<file path="src/rtl/capture_pkg.sv">
// capture_pkg: shared types for the acquisition scheduler.
// State encoding, sample type and default buffer depth.
package capture_pkg;

  localparam int SAMPLE_DEPTH_DFLT = 8;

  typedef logic [7:0] sample_t;

  typedef enum logic [1:0] {
    ST_IDLE,
    ST_CAPTURE,
    ST_HOLD,
    ST_READY
  } state_t;

endpackage

</file>
<file path="src/rtl/capture_rd_pipe.sv">
// capture_rd_pipe: rotated read addressing for readout.
// Two-stage valid pipeline aligned to the RAM read latency.
module capture_rd_pipe
  import capture_pkg::*;
#(
  parameter int AW = SAMPLE_DEPTH_DFLT
) (
  input  logic          clk_50mhz,
  input  logic          reset,
  input  logic          flush,
  input  logic          accept,
  input  logic [AW-1:0] oldest_ptr,
  input  logic [AW-1:0] rd_index,
  input  sample_t       mem_rdata,
  output logic [AW-1:0] rot_addr,
  output logic          rd_valid,
  output sample_t       rd_data,
  output logic          last_done
);

  logic v1_q;
  logic v2_q;
  logic l1_q;
  logic l2_q;

  assign rot_addr = oldest_ptr + rd_index;

  // Track accepted reads and the final-index marker through the RAM latency
  always_ff @(posedge clk_50mhz or negedge reset) begin
    if (!reset) begin
      v1_q <= 1'b0;
      v2_q <= 1'b0;
      l1_q <= 1'b0;
      l2_q <= 1'b0;
    end else if (flush) begin
      v1_q <= 1'b0;
      v2_q <= 1'b0;
      l1_q <= 1'b0;
      l2_q <= 1'b0;
    end else begin
      v1_q <= accept;
      l1_q <= accept && (&rd_index);
      v2_q <= v1_q;
      l2_q <= v1_q && l1_q;
    end
  end

  assign rd_valid  = v2_q && !flush;
  assign rd_data   = rd_valid ? mem_rdata : '0;
  assign last_done = rd_valid && l2_q;

endmodule

</file>
<file path="src/rtl/capture_scheduler.sv">
// capture_scheduler: acquisition sequencer and sample RAM owner.
// Arbitrates RAM between sampler writes and rotated host reads.
module capture_scheduler
  import capture_pkg::*;
#(
  parameter int SAMPLE_DEPTH   = SAMPLE_DEPTH_DFLT,
  parameter int HOLDOFF_CYCLES = 1024,
  parameter int CNT_W          = 16
) (
  input  logic                    clk_50mhz,
  input  logic                    reset,
  input  logic                    arm,
  input  logic                    auto_mode,
  input  logic                    abort,
  output logic                    smp_activate,
  input  logic                    smp_done,
  input  logic                    smp_we,
  input  logic [SAMPLE_DEPTH-1:0] smp_addr,
  input  sample_t                 smp_data,
  output logic [SAMPLE_DEPTH-1:0] mem_addr,
  output sample_t                 mem_wdata,
  output logic                    mem_we,
  input  sample_t                 mem_rdata,
  input  logic                    rd_req,
  input  logic [SAMPLE_DEPTH-1:0] rd_index,
  output logic                    rd_valid,
  output sample_t                 rd_data,
  output logic                    rd_reject,
  output logic                    ready,
  output logic                    busy
);

  localparam int AW = SAMPLE_DEPTH;

  localparam logic [CNT_W-1:0] HOLD_LAST =
    (HOLDOFF_CYCLES == 0) ? '0 : CNT_W'(HOLDOFF_CYCLES - 1);

  state_t          state_q;
  state_t          state_d;
  logic [AW-1:0]   oldest_q;
  logic [AW-1:0]   last_wr_q;
  logic [AW-1:0]   last_addr;
  logic [AW-1:0]   rot_addr;
  logic [CNT_W-1:0] cnt_q;
  logic            cap_sel;
  logic            cap_wr;
  logic            accept;
  logic            last_done;

  assign cap_sel   = (state_q == ST_CAPTURE) && !abort;
  assign cap_wr    = cap_sel && smp_we;
  assign accept    = rd_req && (state_q == ST_READY) && !abort;
  assign last_addr = cap_wr ? smp_addr : last_wr_q;

  // Next-state selection; abort overrides every state
  always_comb begin
    state_d = state_q;
    if (abort) begin
      state_d = ST_IDLE;
    end else begin
      unique case (state_q)
        ST_IDLE:    if (arm) state_d = ST_CAPTURE;
        ST_CAPTURE: if (smp_done) state_d = ST_HOLD;
        ST_HOLD:    if (cnt_q == HOLD_LAST) state_d = ST_READY;
        ST_READY: begin
          if (arm || (auto_mode && last_done))
            state_d = ST_CAPTURE;
        end
        default:    state_d = ST_IDLE;
      endcase
    end
  end

  // State, write tracking, rotation base and holdoff counter
  always_ff @(posedge clk_50mhz or negedge reset) begin
    if (!reset) begin
      state_q   <= ST_IDLE;
      oldest_q  <= '0;
      last_wr_q <= '1;
      cnt_q     <= '0;
    end else begin
      state_q <= state_d;
      if (cap_wr)
        last_wr_q <= smp_addr;
      if (cap_sel && smp_done)
        oldest_q <= last_addr + 1'b1;
      if (state_q == ST_HOLD)
        cnt_q <= cnt_q + 1'b1;
      else
        cnt_q <= '0;
    end
  end

  // Registered RAM port mux and reject pulse
  always_ff @(posedge clk_50mhz or negedge reset) begin
    if (!reset) begin
      mem_addr  <= '0;
      mem_wdata <= '0;
      mem_we    <= 1'b0;
      rd_reject <= 1'b0;
    end else begin
      rd_reject <= rd_req && (state_q != ST_READY);
      mem_we    <= 1'b0;
      unique case (1'b1)
        cap_sel: begin
          mem_addr  <= smp_addr;
          mem_wdata <= smp_data;
          mem_we    <= smp_we;
        end
        accept: begin
          mem_addr <= rot_addr;
        end
        default: begin
        end
      endcase
    end
  end

  capture_rd_pipe #(
    .AW (AW)
  ) u_rd_pipe (
    .clk_50mhz  (clk_50mhz),
    .reset      (reset),
    .flush      (abort),
    .accept     (accept),
    .oldest_ptr (oldest_q),
    .rd_index   (rd_index),
    .mem_rdata  (mem_rdata),
    .rot_addr   (rot_addr),
    .rd_valid   (rd_valid),
    .rd_data    (rd_data),
    .last_done  (last_done)
  );

  assign smp_activate = (state_q == ST_CAPTURE);
  assign busy  = (state_q == ST_CAPTURE) || (state_q == ST_HOLD);
  assign ready = (state_q == ST_READY);

endmodule

</file>
<file path="config.mk">
export PLATFORM = sky130hd
export DESIGN_NAME = capture_scheduler
export DESIGN_NICKNAME = d
export VERILOG_FILES = /design/src/rtl/capture_pkg.sv /design/src/rtl/capture_rd_pipe.sv /design/src/rtl/capture_scheduler.sv
export SDC_FILE = /design/constraint.sdc
export NUM_CORES = 1
export LEC_CHECK = 0
export CAP_MARGIN = 20
export CORE_MARGIN = 4
export CORE_UTILIZATION = 45
export CTS_BUF_LIST = sky130_fd_sc_hd__clkbuf_8
export CTS_CLUSTER_SIZE = 20
export DETAILED_ROUTE_END_ITERATION = 10
export PLACE_DENSITY_LB_ADDON = 0.15
export SLEW_MARGIN = 20
export SYNTH_ARGS = -nofsm -noshare
export SYNTH_HDL_FRONTEND = slang
export SYNTH_SLANG_ARGS = --single-unit
</file>
<file path="constraint.sdc">
create_clock -name clk_50mhz -period 3.6 [get_ports clk_50mhz]
set_input_delay 0.36 -clock clk_50mhz [delete_from_list [all_inputs] [get_ports clk_50mhz]]
set_output_delay 0.36 -clock clk_50mhz [all_outputs]
set_load 0.02 [all_outputs]
</file>
==> reports/metrics.csv <==
stage,metric,value,unit
sta,maxSlewHeadroom,46.9,%
place,post_dp_cell_area,0.00379,mm2
sta,report.final.slew_viol_count,0,
setup_path,crit_end,rd_data[0],
route,ant_nets,0,
yosys,ys.flop_type,dfrtp_1,
setup_path,crit_path_max_fanout,16,
sta,fmax,0.391,GHz
setup_path,crit_top_cell,clkdlybuf4s50_1,
power_and_ir_drop,p_per_area,629,mW/mm2
yosys,yosysMostFrequentCell,dfrtp_1,
setup_path,cp_cell_sequence,clkdlybuf4s50_1 -> buf_4 -> nor2b_1 -> and2_1 -> clkdlybuf4s50_1,
floorplanning,die_y,89.9,um
cts,clkLatencyLatePin,0.31,ns
sta,fin_crit,2.56,ns
floorplanning,core-area,0.00642,mm2
floorplanning,dieArea,0.00808,mm2
yosys,synth_top_area_cell,dfrtp_1,
run,max_cap_violations,0,
cts,ctsRootBufferMaster,clkbuf_8,
cts,clk_path_buf_depth,2,
cts,cts.repair.resized,0,
place,place_hpwl,5230,um
sta,tightestPinTransition,0.794,ns
cells_and_area,final_area,0.00388,mm2
yosys,synth.distinct_cells,43,
cells_and_area,drive_above_1_share,11.0,%
place,gp_congestion,0.848,
cells_and_area,area_growth,28.5,%
setup_path,reg2reg_from,state_q[1]$_DFFE_PN0P_,
cts,cts_setup_buffers,0,
route,first_pass_iters,6,
floorplanning,rows,29,
cts,cts_max_level,2,
route,routed_wl,6720,um
power_and_ir_drop,p_leak,1.71,nW
yosys,syn_inst,303,
grt,grt_max_degree,32,
setup_path,r2r_cells,12,
setup_path,ff2ff_setup_slack,1.07,ns
yosys,async_flop_share,100,%
cts,cts_buffers,5,
setup_path,crit_slowest_cell,clkdlybuf4s50_1,
yosys,ys_top_cells_by_area,"dfrtp_1 40%, dfstp_2 7.0%, ha_1 5.8%, nand2_1 5.3%, xnor2_1 5.2%",
yosys,synth_nets,358,
setup_path,cp.arrival,2.20,ns
setup_path,crit_type,input port to output pin,
place,io_buffers,69,
route,drt_iter0_markers,136,
floorplanning,start_util,47.0,%
yosys,synth_edf_count,0,
setup_path,cp_top_family,buffers and inverters,
setup_path,startpoint,abort,
yosys,ys_warn_count,0,
yosys,ys_seq_area_share,46.7,%
cts,cts_sinks,56,
setup_path,r2r-end,oldest_q[4]$_DFFE_PN0P_,
grt,antenna_found_initial,0,
route,vias,2370,
setup_path,path_buf_inv,3,
grt,grt_pass1_vias,2334,
grt,grt_pass1_wl,11200,um
setup_path,cp-start-kind,input port,
grt,globalRoute.totalOverflow,0,
route,via_per_inst,5.25,
yosys,netlist.area_leader.share,39.8,%
sta,skew,0.00594,ns
sta,hold_viol,0,
floorplanning,io_pins,70,
cts,tritoncts,built,
setup_path,critPathCaptureType,output pin,
setup_path,worstPathRequired,3.24,ns
cells_and_area,fillCellCount,587,
route,routedWlPerCell,14.9,um
sta,setup_violations,0,
min_path,min_path_type,input port to async pin,
cts,holdBufCountCts,0,
cts,cts.clk_slew.worst_paths,0.09,ns
setup_path,worst-path-stages,5,
run_status,status,"finished, final reports clean",
yosys,netlist_area,0.00302,mm2
sta,fin_crit_sh,71.1,%
route,drc,0,
yosys,synthTopCellsByCount,"48 x dfrtp_1, 43 x nand2_1, 24 x and2_1",
yosys,synth_seq_cells,56,
sta,tns,0,ns
cells_and_area,antenna_cells,0,
grt,grtUsageTotal,16.9,%
floorplanning,fp.dieW,89.9,um
sta,rsz0062_at_grt,false,
setup_path,cpPeakStageDelay,0.61,ns
cells_and_area,fin_nets,428,
power_and_ir_drop,vdd_drop_max,0.279,mV
yosys,avgSynthCellArea,9.96,um2
## layout by cell type (no fill, tap or decap), drive strengths merged, types with 10 or more instances in the layout
cell / n
clkdlybuf4s50: 68
dfrtp: 48
nand2: 43
and2: 24
xnor2: 18
nor2: 17
nand3: 15
ha: 14
a21oi: 13
mux2: 13
o21ai: 11
nand4: 10
## final cells by class
class,count,area [um2],share of cell area [%]
Clock buffer,6,82.6,2.13
Timing Repair Buffer,72,708,18.3
Sequential cell,56,1410,36.4
Clock inverter,2,10.0,0.258
Inverter,8,30.0,0.774
Multi-Input combinational cell,230,1540,39.7
Tap cell,77,96.3,2.48
## worst min path at each step
stage,from,end,depth (start not counted)
final,reset,cnt_q[12]$_DFF_PN0_,1
after global routing,reset,cnt_q[12]$_DFF_PN0_,1
after CTS,reset,u_rd_pipe.l2_q$_DFF_PN0_,1
after detailed placement,u_rd_pipe.l1_q$_DFF_PN0_,u_rd_pipe.l2_q$_DFF_PN0_,1
after global placement,u_rd_pipe.l1_q$_DFF_PN0_,u_rd_pipe.l2_q$_DFF_PN0_,1
after floorplan,reset,cnt_q[0]$_DFF_PN0_,0
## routing by layer
layer	vias up	GRT usage, %	share of wire, %
met4	0	4.21	0.95
met5	-	0	0
li1	1183	-	-
met2	52	29.4	51
met3	6	3.26	3.6
met1	1129	21.8	45
## flip-flops by register name (all words and copies together) (netlist names)
register	count
cnt_q	16
last_wr_q	8
mem_addr	8
mem_wdata	8
oldest_q	8
state_q	2
mem_we	1
rd_reject	1
u_rd_pipe.l1_q	1
u_rd_pipe.l2_q	1
u_rd_pipe.v1_q	1
u_rd_pipe.v2_q	1
## logic make-up (layout without fill, tap and decap cells)
family                   Yosys count  after routing  synth area share, %
multiplexers                      15             15                 5.51
AND/OR/NAND/NOR                  137            137                 23.9
buffers and inverters             17             88                 2.20
XOR/XNOR                          26             26                 7.54
flip-flops                        56             56                 46.7
AO/OA/AOI/OAI                     37             37                 7.67
adder cells (fa/ha/maj)           15             15                 6.47
## per-stage QoR
step           utilization, %  hold slack [ns]  cells  setup slack [ns]  total power, mW
2_1_floorplan               -           0.0644    303              1.18             1.66
3_3_place_gp             59.0            0.437    443              1.04             2.08
3_5_place_dp             59.0            0.438    443             0.998             2.11
4_1_cts                  60.4            0.107    451             0.994             2.46
5_1_grt                  60.4            0.140    451             0.746             2.62
6_report                 60.4           0.0885    451              1.04             2.44
## report_power, final
part / internal (mW) / leakage [nW] / switching, mW
Sequential: 0.852 / 0.705 / 0.137
Combinational: 0.534 / 0.954 / 0.564
Clock: 0.154 / 0.0510 / 0.200
Total: 1.54 / 1.71 / 0.900
(Power assumes the default switching activity.)
